==> src/rtl/gcore_sequencer.sv <==
// rtl/gcore_sequencer.sv - multi-cycle fetch/decode/mem/exec sequencer for the GCore accumulator datapath
// Strobes are decoded combinationally from the state register; a watchdog bounds every memory access.
module gcore_sequencer #(
  parameter int MEM_TIMEOUT = 15,
  parameter int TO_W        = 4
) (
  input  logic       clk,
  input  logic       rst_n,
  input  logic       start,
  input  logic       halt_req,
  input  logic [3:0] instr_op,
  input  logic       acc_zero,
  input  logic       mem_ready,
  output logic       mem_req,
  output logic       mem_we,
  output logic       addr_sel,
  output logic       ir_we,
  output logic       pc_inc,
  output logic       pc_load,
  output logic       acc_we,
  output logic [1:0] acc_src,
  output logic [2:0] alu_op,
  output logic       busy,
  output logic       retire,
  output logic       illegal_op,
  output logic       fault,
  output logic [2:0] state
);

  typedef enum logic [2:0] {
    S_IDLE   = 3'd0,
    S_FETCH  = 3'd1,
    S_DECODE = 3'd2,
    S_MEM    = 3'd3,
    S_EXEC   = 3'd4,
    S_FAULT  = 3'd7
  } state_t;

  localparam logic [TO_W-1:0] TO_LIM = TO_W'(MEM_TIMEOUT);

  state_t          cur;
  logic [TO_W-1:0] to_cnt;
  logic            is_illegal;
  logic            is_nop;
  logic            is_exec;
  logic            is_alu;
  logic            timeout_hit;
  state_t          boundary;

  always_comb begin
    is_illegal  = (instr_op == 4'b0110) || (instr_op == 4'b0111) || (instr_op == 4'b1101);
    is_nop      = (instr_op == 4'b0000) || is_illegal;
    is_exec     = (instr_op == 4'b0100) || (instr_op == 4'b0101);
    is_alu      = instr_op[3] && (instr_op != 4'b1111) && (instr_op != 4'b1101);
    timeout_hit = (MEM_TIMEOUT != 0) && mem_req && !mem_ready && (to_cnt == TO_LIM);
    boundary    = halt_req ? S_IDLE : S_FETCH;
  end

  // The counter only runs while a request is stalled, so it is zero on every FETCH/MEM entry.
  always_ff @(posedge clk) begin
    if (!rst_n) begin
      cur    <= S_IDLE;
      to_cnt <= '0;
    end else begin
      to_cnt <= (mem_req && !mem_ready) ? to_cnt + 1'b1 : '0;
      case (cur)
        S_IDLE:   if (start) cur <= S_FETCH;
        S_FETCH: begin
          if (mem_ready)        cur <= S_DECODE;
          else if (timeout_hit) cur <= S_FAULT;
        end
        S_DECODE: begin
          if (is_nop)       cur <= boundary;
          else if (is_exec) cur <= S_EXEC;
          else              cur <= S_MEM;
        end
        S_EXEC:   cur <= boundary;
        S_MEM: begin
          if (mem_ready)        cur <= boundary;
          else if (timeout_hit) cur <= S_FAULT;
        end
        S_FAULT:  cur <= S_FAULT;
        default:  cur <= S_IDLE;
      endcase
    end
  end

  always_comb begin
    mem_req    = 1'b0;
    mem_we     = 1'b0;
    addr_sel   = 1'b0;
    ir_we      = 1'b0;
    pc_inc     = 1'b0;
    pc_load    = 1'b0;
    acc_we     = 1'b0;
    acc_src    = 2'b00;
    alu_op     = 3'b000;
    retire     = 1'b0;
    illegal_op = 1'b0;
    state      = cur;
    busy       = (cur != S_IDLE) && (cur != S_FAULT);
    fault      = (cur == S_FAULT);
    case (cur)
      S_FETCH: begin
        mem_req = 1'b1;
        ir_we   = mem_ready;
        pc_inc  = mem_ready;
      end
      S_DECODE: begin
        retire     = is_nop;
        illegal_op = is_illegal;
      end
      S_EXEC: begin
        acc_we  = 1'b1;
        retire  = 1'b1;
        acc_src = (instr_op == 4'b0101) ? 2'b11 : 2'b01;
      end
      S_MEM: begin
        mem_req  = 1'b1;
        addr_sel = 1'b1;
        mem_we   = (instr_op == 4'b0010);
        if (mem_ready) begin
          retire = 1'b1;
          if (instr_op == 4'b0011) begin
            acc_we = 1'b1;
          end else if (is_alu) begin
            acc_we  = 1'b1;
            acc_src = 2'b10;
            alu_op  = instr_op[2:0];
          end else if (instr_op == 4'b0001) begin
            pc_load = 1'b1;
          end else if (instr_op == 4'b1111) begin
            pc_load = acc_zero;
          end
        end
      end
      default: ;
    endcase
  end

endmodule

==> config.mk <==
export PLATFORM = sky130hd
export DESIGN_NAME = gcore_sequencer
export DESIGN_NICKNAME = d
export VERILOG_FILES = /design/src/rtl/gcore_sequencer.sv
export SDC_FILE = /design/constraint.sdc
export NUM_CORES = 1
export LEC_CHECK = 0
export ABC_AREA = 1
export BUFFER_PORTS_ARGS = -buffer_cell sky130_fd_sc_hd__buf_2
export CAP_MARGIN = 20
export CORE_MARGIN = 2
export CORE_UTILIZATION = 44
export CTS_CLUSTER_DIAMETER = 120
export DETAILED_ROUTE_END_ITERATION = 16
export PLACE_DENSITY_LB_ADDON = 0.2
export SYNTH_ARGS = -nofsm -noshare
export SYNTH_HDL_FRONTEND = slang
export SYNTH_SLANG_ARGS = --single-unit
==> constraint.sdc <==
create_clock -name clk -period 1.5 [get_ports clk]
set_clock_uncertainty 0.05 [all_clocks]
set_input_delay 0.225 -clock clk [delete_from_list [all_inputs] [get_ports clk]]
set_output_delay 0.225 -clock clk [all_outputs]
set_load 0.05 [all_outputs]
* Word level (Yosys, flattened, before mapping)
Cells that the tools add are included.
Word-level totals: flip-flop bits (word level) 7
Operators by class: $add $sub $neg 1, equal/unequal tests 19, multiplexer cells 34, reduce and logical (&&, ||, !) cells 15
Operator list (count):
- 3-bit 2-to-1 mux | 10
- 3-bit case mux with 6 select lines | 1
- 4-bit by 3-bit == test with 1-bit output (second input constant) | 4
- 1-bit 2-to-1 mux | 16
- 4-bit == test (second input constant) | 3
- 4-bit by 2-bit == test with 1-bit output (second input constant) | 2
- 2-bit 2-to-1 mux | 4
- 4-bit != test (second input constant) | 2
- 3-bit by 2-bit == test with 1-bit output (second input constant) | 2
- 3-bit == test (second input constant) | 2
- 1-bit logical AND | 5
- 4-bit by 1-bit adder with 4-bit output (second input constant) | 1
- 4-bit by 1-bit == test with 1-bit output (second input constant) | 1
- 4-bit logical NOT | 1
- 1-bit logical OR | 4
- 2-bit case mux with 2 select lines | 1
- 3-bit by 1-bit == test with 1-bit output (second input constant) | 1
- 3-bit logical NOT | 1
- 3-bit != test (second input constant) | 1
- 1-bit case mux with 3 select lines | 1
- 3-bit nonzero test | 1
- 2-bit != test (second input constant) | 1
- 1-bit case mux with 2 select lines | 1
- 2-bit AND reduction | 1
- other kinds (2) | 2

* Depth between registers and ports, before layout
Gate-level depths: netlist of the first run.
depth in word-level cells 8, mapped depth 8

* Worst setup path after synthesis of the first run
Ideal clock, no wire load.
path type register to output, start reg cur[0] (netlist: state[0]), end out alu_op[2], arrival 2.221 ns, data required time 1.225 ns, slack -0.996 ns, stages on the path, launching flop included 6, path buffers 1, path through dfxtp_1 > buf_6 > nand3_2 > nor2_1 > inv_2 > nor3_1
Between the ends: longest elaborated chain between the ends 2
RTL lines:
- start, declared | RTL line 41 | state_t cur;
- start signal, assigned | RTL line 73 | if (is_nop) cur <= boundary;
- start signal, assigned | RTL line 77 | S_EXEC: cur <= boundary;
- start signal, assigned | RTL line 79 | if (mem_ready) cur <= boundary;
- 3-bit by 2-bit == test with 1-bit output | RTL line 103 | case (cur)
- 3-bit 2-to-1 mux | RTL line 103
- end, declared | RTL line 22 | output logic [2:0] alu_op,
Every way passes these cells.

* Final worst setup path of the first run
Ends and elaborated chain as after synthesis.

==> impl_metrics.yaml, run 1 <==
yosys:
  syn_area_sq_um: 603
  ys_seq_elements: 7
  yosysUniqueCellTypes: 24
  syn-num-nets: 112
  syn_avg_cell_area_sq_um: 5.97
  ys_seq_area_frac: 0.232
  synthCells: 101
  yosysWarnings: 0
timing:
  rsz0062_at_grt: "yes"
  finalSetupViolCount: 11
  fmax_mhz: 626
  worst_pin_slew_ns: 0.470
  maxSlewViolCount: 0
  timing.slew.headroom: 0.684
  finalWorstSetupSlack_ns: -0.0965
  hold_viol_final: 0
  post-route-min-period_ns: 1.60
  setup_tns_ns: -0.680
  fin_crit_sh: 1.06
drt:
  drcViolationCount: 0
  routed_via_density: 5.60
  dr_total_vias: 912
  wl_microns: 2660
  drt-initial-drc-count: 33
  wl_per_cell_microns: 16.3
  drtPass1Iterations: 4
  final_antenna_net_count: 0
global_route:
  antenna_found_initial: 0
  grt_max_degree: 8
  grt_pass1_vias: 683
  grt_pass1_wl_microns: 2600
  grt-ovfl-total: 0
  track_usage: 0.231
floorplan:
  die_w_microns: 41.0
  fp-row-count: 13
  io_pins: 29
  coreArea_sq_um: 1280
  fp.dieH_microns: 41.0
  die-area_sq_um: 1680
  initial_core_util: 0.469
layout:
  final_cell_count_no_fill: 163
  final_area_sq_um: 1180
  multi_input_area_sq_um: 524
  area_delta_synth_final_pct: 96.3
  n_antenna_cell: 0
  regArea_sq_um: 151
  finalNetCount: 160
  drive_gt1_frac: 0.568
  layout_common_cells: "18 x buf_4, 16 x nand2_1, 15 x nor2_1"
  nFillCells: 50
  final_common_cell: "buf_4"
status:
  outcome: "finished with violations"
  failed_checks: "setup timing"
worst_hold_path:
  hp-class: "in2reg"
placed_design:
  place_ws_ns: -0.000929
  place_inst: 154
  post_dp_cell_area_sq_um: 952
  place_hpwl_microns: 1340
  port_buffers: 28
  gp_congestion: 0.801
pwr:
  irDropWorstVdd_mv: 0.542
  power_density_nw_per_um2: 542
  p_total_mw: 0.642
  p_leak_nw: 0.583
worst_setup_path:
  path_max_fanout: 7
  crit_path_end_kind: "output port"
  startpoint_type: "flip-flop"
  required_ns: 1.22
  critPathKind: "reg2out"
  critPathArrivalTime_ns: 1.32
clock_tree:
  htree_levels: 1
  clockBufferDepth: 2
  cts_tree: "done"
  clkSlewWorstSetupHoldPaths_ns: 0.05
  clock-root-buffer: "clkbuf_4"
  clk_latency_ns: 0.24
  cts_sinks: 7
  cts_buffers: 3
  ctsHoldBuffers: 0
run:
  drv_cap: 0
## stage by stage
stage | hold WS, ns | utilization
final | 0.158 | 0.921
after global routing | 0.161 | 0.921
after CTS | 0.146 | 0.860
after detailed placement | 0.402 | 0.741
after global placement | 0.385 | 0.741
after floorplan | 0.273 | -
## synth_stat cells, drive strengths merged
cell,number,area share
nand2,21,0.13
nor3,3,0.044
o21ai,2,0.017
nand3,15,0.15
or2,1,0.010
ha,1,0.021
a211oi,1,0.012
a21oi,3,0.025
inv,17,0.11
buf,2,0.031
a21boi,2,0.025
o211ai,1,0.012
nor2,24,0.16
dfxtp,7,0.23
xnor2,1,0.015
## timing repair
action                                 4_1_cts  5_1_grt
setup buffers                                4        1
endpoints found under the hold margin        0        0
setup endpoints to repair                   13       16
pin swaps                                    6        3
resized for setup                           30       23
## final timing paths
kind,from,end,slack [ns],cells after the start
setup / recovery,state[0]$_SDFFE_PN0P_,alu_op[2],-0.1,5
hold / removal,rst_n,state[2]$_SDFFE_PN0P_,0.16,3
setup reg to reg,state[2]$_SDFFE_PN0P_,state[0]$_SDFFE_PN0P_,0.09,8
hold reg to reg,to_cnt[0]$_SDFF_PN0_,to_cnt[0]$_SDFF_PN0_,0.40,1
## sequential cells by signal, indices dropped and copies added, names as in the netlist
register,cells
state,3
to_cnt,4
## layout make-up
type | count | share of cell area
Clock buffer | 4 | 0.0222
Inverter | 17 | 0.0634
Multi-Input combinational cell | 75 | 0.443
Sequential cell | 7 | 0.128
Tap cell | 15 | 0.0159
Timing Repair Buffer | 45 | 0.328
## critical path: stages, from the launching register on
cell and delay [ns]:
dfxtp_4 0.42, nand3_4 0.11, nor2_4 0.16, inv_4 0.07, nor3_4 0.14, buf_6 0.18
## per-layer routing
metal	GRT usage	wire length, microns	up-vias
li1	-	-	415
met1	0.251	933	431
met4	0.100	63	0
met2	0.457	1480	57
met5	0	0	-
met3	0	188	9
## power by group
group / leakage [nW] / switching (mW) / internal (mW)
Sequential: 0.0589 / 0.0168 / 0.191
Clock: 0.0150 / 0.0598 / 0.101
Combinational: 0.509 / 0.177 / 0.0964
Total: 0.583 / 0.254 / 0.388
## kinds of logic (layout without fill, tap and decap cells)
| group | Yosys count | after routing | synth area share |
|---|---|---|---|
| AOI/OAI and AO/OA | 9 | 9 | 0.0913 |
| xor gates and xnor gates | 1 | 1 | 0.0145 |
| adders and majority gates | 1 | 1 | 0.0207 |
| buffers and inverters | 19 | 66 | 0.137 |
| DFF | 7 | 7 | 0.232 |
| and+or+nand+nor | 64 | 64 | 0.504 |
(Power assumes the default switching activity.)
==> inputs of run 2 (changes only) <==
--- a/config.mk
+++ b/config.mk
@@ -7,9 +7,11 @@
 export LEC_CHECK = 0
 export ABC_AREA = 1
 export BUFFER_PORTS_ARGS = -buffer_cell sky130_fd_sc_hd__buf_2
-export CAP_MARGIN = 20
+export CAP_MARGIN = 10
+export CELL_PAD_IN_SITES_DETAIL_PLACEMENT = 0
+export CELL_PAD_IN_SITES_GLOBAL_PLACEMENT = 2
 export CORE_MARGIN = 2
-export CORE_UTILIZATION = 44
+export CORE_UTILIZATION = 21
 export CTS_CLUSTER_DIAMETER = 120
 export DETAILED_ROUTE_END_ITERATION = 16
 export PLACE_DENSITY_LB_ADDON = 0.2
==> impl_metrics.yaml, run 2 (same netlist as run 1, synthesis figures left out) <==
worst_setup_path:
  critPathArrivalTime_ns: 1.31
  r2r-end: "state[0]$_SDFFE_PN0P_"
  critPathKind: "reg2out"
  path_max_fanout: 5
  startpoint_type: "flip-flop"
  required_ns: 1.22
  r2r_cells: 8
  regToRegSetupSlack_ns: 0.19
  r2r-start: "state[0]$_SDFFE_PN0P_"
  crit_path_end_kind: "output port"
layout:
  nFillCells: 289
  n_antenna_cell: 0
  finalNetCount: 159
  area_delta_synth_final_pct: 90.5
  postLayoutCoreUtil: 0.420
  final_area_sq_um: 1150
  drive_gt1_frac: 0.537
  layout_common_cells: "17 x nand2_1, 17 x buf_4, 16 x nor2_1"
  regMostFlops: "to_cnt"
  largest_reg_flops: 4
pwr:
  power_density_nw_per_um2: 546
  p_leak_nw: 0.564
  irDropWorstVdd_mv: 0.504
  p_total_mw: 0.627
placed_design:
  port_buffers: 28
  post_dp_cell_area_sq_um: 987
  gp_congestion: 0.705
  place_hpwl_microns: 1590
global_route:
  grt_pass1_vias: 730
  antenna_found_initial: 0
  grt_max_degree: 7
  grt_pass1_wl_microns: 3110
  grt-ovfl-total: 0
  track_usage: 0.120
drt:
  drt-initial-drc-count: 22
  final_antenna_net_count: 0
  dr_total_vias: 770
  routed_via_density: 4.33
  drcViolationCount: 0
  wl_microns: 1890
  wl_per_cell_microns: 10.6
  drtPass1Iterations: 4
clock_tree:
  clock-root-buffer: "clkbuf_4"
  clk_latency_ns: 0.25
  htree_levels: 1
  clockBufferDepth: 2
  clkSlewWorstSetupHoldPaths_ns: 0.05
  cts_sinks: 7
  cts_buffers: 3
  cts_tree: "done"
floorplan:
  fp.dieH_microns: 57.6
  initial_core_util: 0.221
  die-area_sq_um: 3320
  io_pins: 29
  fp-row-count: 19
  coreArea_sq_um: 2730
  die_w_microns: 57.6
timing:
  fmax_mhz: 632
  worst_pin_slew_ns: 0.425
  maxSlewViolCount: 0
  post-route-min-period_ns: 1.58
  fin_crit_sh: 1.05
  finalSetupViolCount: 9
  finalWorstSetupSlack_ns: -0.0820
  hold_viol_final: 0
  timing.slew.headroom: 0.714
  rsz0062_at_grt: "yes"
worst_hold_path:
  hp-class: "in2reg"
  whs_endpoint: "state[2]$_SDFFE_PN0P_"
  hold_depth: 3
  hp-start: "rst_n"
status:
  outcome: "finished with violations"
  failed_checks: "setup timing"
run:
  drv_cap: 0
run 2: timing repair:
item,in CTS,in global routing
endpoints found under the hold margin,0,0
pin swaps,6,1
gates cloned,0,0
setup buffers,2,0
gates resized for setup,29,9
endpoints found under the setup margin,13,16
hold buffers,0,0
run 2: final cells by class:
| class | instances | area, sq um | share of cell area |
|---|---|---|---|
| Multi-Input combinational cell | 75 | 497 | 0.432 |
| Clock buffer | 4 | 26.3 | 0.0229 |
| Inverter | 17 | 72.6 | 0.0632 |
| Tap cell | 31 | 38.8 | 0.0338 |
| Sequential cell | 7 | 149 | 0.130 |
| Timing Repair Buffer | 44 | 365 | 0.318 |
run 2: layer usage:
layer	up-vias	part of all wire	GRT usage
met5	-	0	0
met4	0	0.0085	0.0399
met3	2	0.054	0.0181
met2	26	0.49	0.196
met1	332	0.45	0.161
li1	410	-	-
run 2: critical path: stages (launching register included):
cell and delay (ns):
dfxtp_4 0.40, nand3_4 0.10, nor2_4 0.16, nand2_4 0.10, nor2_4 0.13, buf_6 0.16
run 2: how the worst max path moves through the flow:
stage / startpoint / end / depth (start not counted)
after floorplan: state[0]$_SDFFE_PN0P_ / pc_load / 3
after global placement: instr_op[0] / retire / 8
after detailed placement: instr_op[0] / retire / 8
after CTS: state[1]$_SDFFE_PN0P_ / illegal_op / 4
after global routing: state[0]$_SDFFE_PN0P_ / retire / 5
final: state[1]$_SDFFE_PN0P_ / alu_op[1] / 5
run 2: per-stage QoR:
stage                     hold WS [ns]  instances  setup TNS (ns)  setup slack [ns]
after global placement           0.386        172         -0.0466           -0.0466
after detailed placement         0.392        172         -0.0451           -0.0451
after CTS                        0.149        178          -0.588           -0.0871
after global routing             0.165        178           -1.24            -0.151
final                            0.151        178          -0.463           -0.0820
after floorplan                  0.273        101          -0.643            -0.143
run 2: report_power, final:
| part | internal [mW] | leakage, nW | switching [mW] |
|---|---|---|---|
| sequential | 0.192 | 0.0587 | 0.0139 |
| combinational | 0.0908 | 0.491 | 0.157 |
| clock | 0.102 | 0.0150 | 0.0717 |
| total | 0.385 | 0.564 | 0.243 |
==> inputs of run 3 (changes only) <==
--- a/config.mk
+++ b/config.mk
@@ -6,14 +6,14 @@
 export NUM_CORES = 1
 export LEC_CHECK = 0
 export ABC_AREA = 1
-export BUFFER_PORTS_ARGS = -buffer_cell sky130_fd_sc_hd__buf_2
 export CAP_MARGIN = 10
 export CELL_PAD_IN_SITES_DETAIL_PLACEMENT = 0
 export CELL_PAD_IN_SITES_GLOBAL_PLACEMENT = 2
 export CORE_MARGIN = 2
-export CORE_UTILIZATION = 21
+export CORE_UTILIZATION = 28
 export CTS_CLUSTER_DIAMETER = 120
 export DETAILED_ROUTE_END_ITERATION = 16
+export DONT_BUFFER_PORTS = 1
 export PLACE_DENSITY_LB_ADDON = 0.2
 export SYNTH_ARGS = -nofsm -noshare
 export SYNTH_HDL_FRONTEND = slang
==> impl_metrics.yaml, run 3 (same netlist as run 1, synthesis figures left out) <==
global_route:
  antenna_found_initial: 0
  grt_pass1_vias: 737
  grt_max_degree: 8
  grt_pass1_wl_microns: 3010
  track_usage: 0.148
  grt-ovfl-total: 0
worst_setup_path:
  critPathArrivalTime_ns: 1.28
  critPathKind: "reg2out"
  path_max_fanout: 4
  startpoint_type: "flip-flop"
  crit_path_end_kind: "output port"
  required_ns: 1.22
timing:
  fmax_mhz: 643
  rsz0062_at_grt: "yes"
  fin_crit_sh: 1.04
  timing.slew.headroom: 0.711
  hold_viol_final: 0
  worst_pin_slew_ns: 0.429
  finalSetupViolCount: 11
  setup_tns_ns: -0.349
  holdWs_ns: 0.0337
  post-route-min-period_ns: 1.55
  maxSlewViolCount: 0
  finalWorstSetupSlack_ns: -0.0544
floorplan:
  die-area_sq_um: 2540
  initial_core_util: 0.301
  io_pins: 29
  coreArea_sq_um: 2000
  die_w_microns: 50.4
  fp-row-count: 16
  fp.dieH_microns: 50.4
drt:
  routed_via_density: 4.82
  drtPass1Iterations: 4
  final_antenna_net_count: 0
  drcViolationCount: 0
  dr_total_vias: 761
  wl_per_cell_microns: 11.5
  drt-initial-drc-count: 12
  wl_microns: 1820
status:
  outcome: "finished with violations"
  failed_checks: "setup timing"
layout:
  largest_reg_flops: 4
  final_cell_count_no_fill: 158
  n_antenna_cell: 0
  regArea_sq_um: 151
  finalNetCount: 143
  nFillCells: 206
  layout_common_cells: "17 x nand2_1, 16 x nor2_1, 15 x buf_4"
  regMostFlops: "to_cnt"
  multi_input_area_sq_um: 504
  drive_gt1_frac: 0.473
  area_delta_synth_final_pct: 86.7
  final_common_cell: "nand2_1"
  postLayoutCoreUtil: 0.563
clock_tree:
  cts_sinks: 7
  cts_buffers: 3
  clk_latency_ns: 0.24
  htree_levels: 1
  clockBufferDepth: 2
  clock-root-buffer: "clkbuf_4"
  cts_tree: "done"
  clkSlewWorstSetupHoldPaths_ns: 0.05
placed_design:
  place_hpwl_microns: 1450
  place_inst: 145
  port_buffers: 0
  gp_congestion: 0.772
pwr:
  p_leak_nw: 0.514
  p_total_mw: 0.595
  power_density_nw_per_um2: 528
  irDropWorstVdd_mv: 0.547
worst_hold_path:
  hp-class: "in2reg"
run:
  drv_cap: 0
run 3: through the flow:
step,setup WS (ns),cell area (sq um)
detailed placement,0.0859,967
finish,-0.0544,1130
CTS,-0.0814,1040
global route,-0.130,1130
floorplan,-0.143,713
global placement,0.126,967
run 3: worst paths after layout:
kind	start	end	slack, ns	depth (start not counted)
setup / recovery	state[2]$_SDFFE_PN0P_	alu_op[2]	-0.05	6
hold / removal	rst_n	state[2]$_SDFFE_PN0P_	0.03	2
setup reg to reg	state[2]$_SDFFE_PN0P_	state[1]$_SDFFE_PN0P_	0.20	9
hold reg to reg	to_cnt[0]$_SDFF_PN0_	to_cnt[0]$_SDFF_PN0_	0.40	1
run 3: critical path, cell delays in order, from the launching register on:
cell and delay, ns:
dfxtp_4 0.35, inv_4 0.07, nand3_4 0.07, nor2_4 0.15, inv_4 0.07, nor3_4 0.16, buf_12 0.16
run 3: layer usage:
| layer | GRT usage | wire length [microns] | vias up |
|---|---|---|---|
| li1 | - | - | 380 |
| met1 | 0.162 | 715 | 364 |
| met2 | 0.292 | 1020 | 17 |
| met3 | 0.0298 | 83 | 0 |
| met4 | 0.0270 | 0 | 0 |
| met5 | 0 | 0 | - |
run 3: repair_timing:
action                     in CTS  in global routing
gates resized for setup         8                  9
setup endpoints to repair      11                 14
cloned                          0                  0
hold buffers                    0                  0
setup buffers                   3                  6
pin swaps                       4                  2
run 3: area by class of cell:
| type | count | area share |
|---|---|---|
| Clock buffer | 4 | 0.0233 |
| Inverter | 17 | 0.0689 |
| Multi-Input combinational cell | 75 | 0.448 |
| Sequential cell | 7 | 0.134 |
| Tap cell | 27 | 0.0300 |
| Timing Repair Buffer | 28 | 0.296 |
run 3: report_power, final:
| group | leakage, nW | internal [mW] | switching (mW) |
|---|---|---|---|
| sequential | 0.0589 | 0.191 | 0.0133 |
| clock | 0.0150 | 0.101 | 0.0620 |
| combinational | 0.440 | 0.0812 | 0.147 |
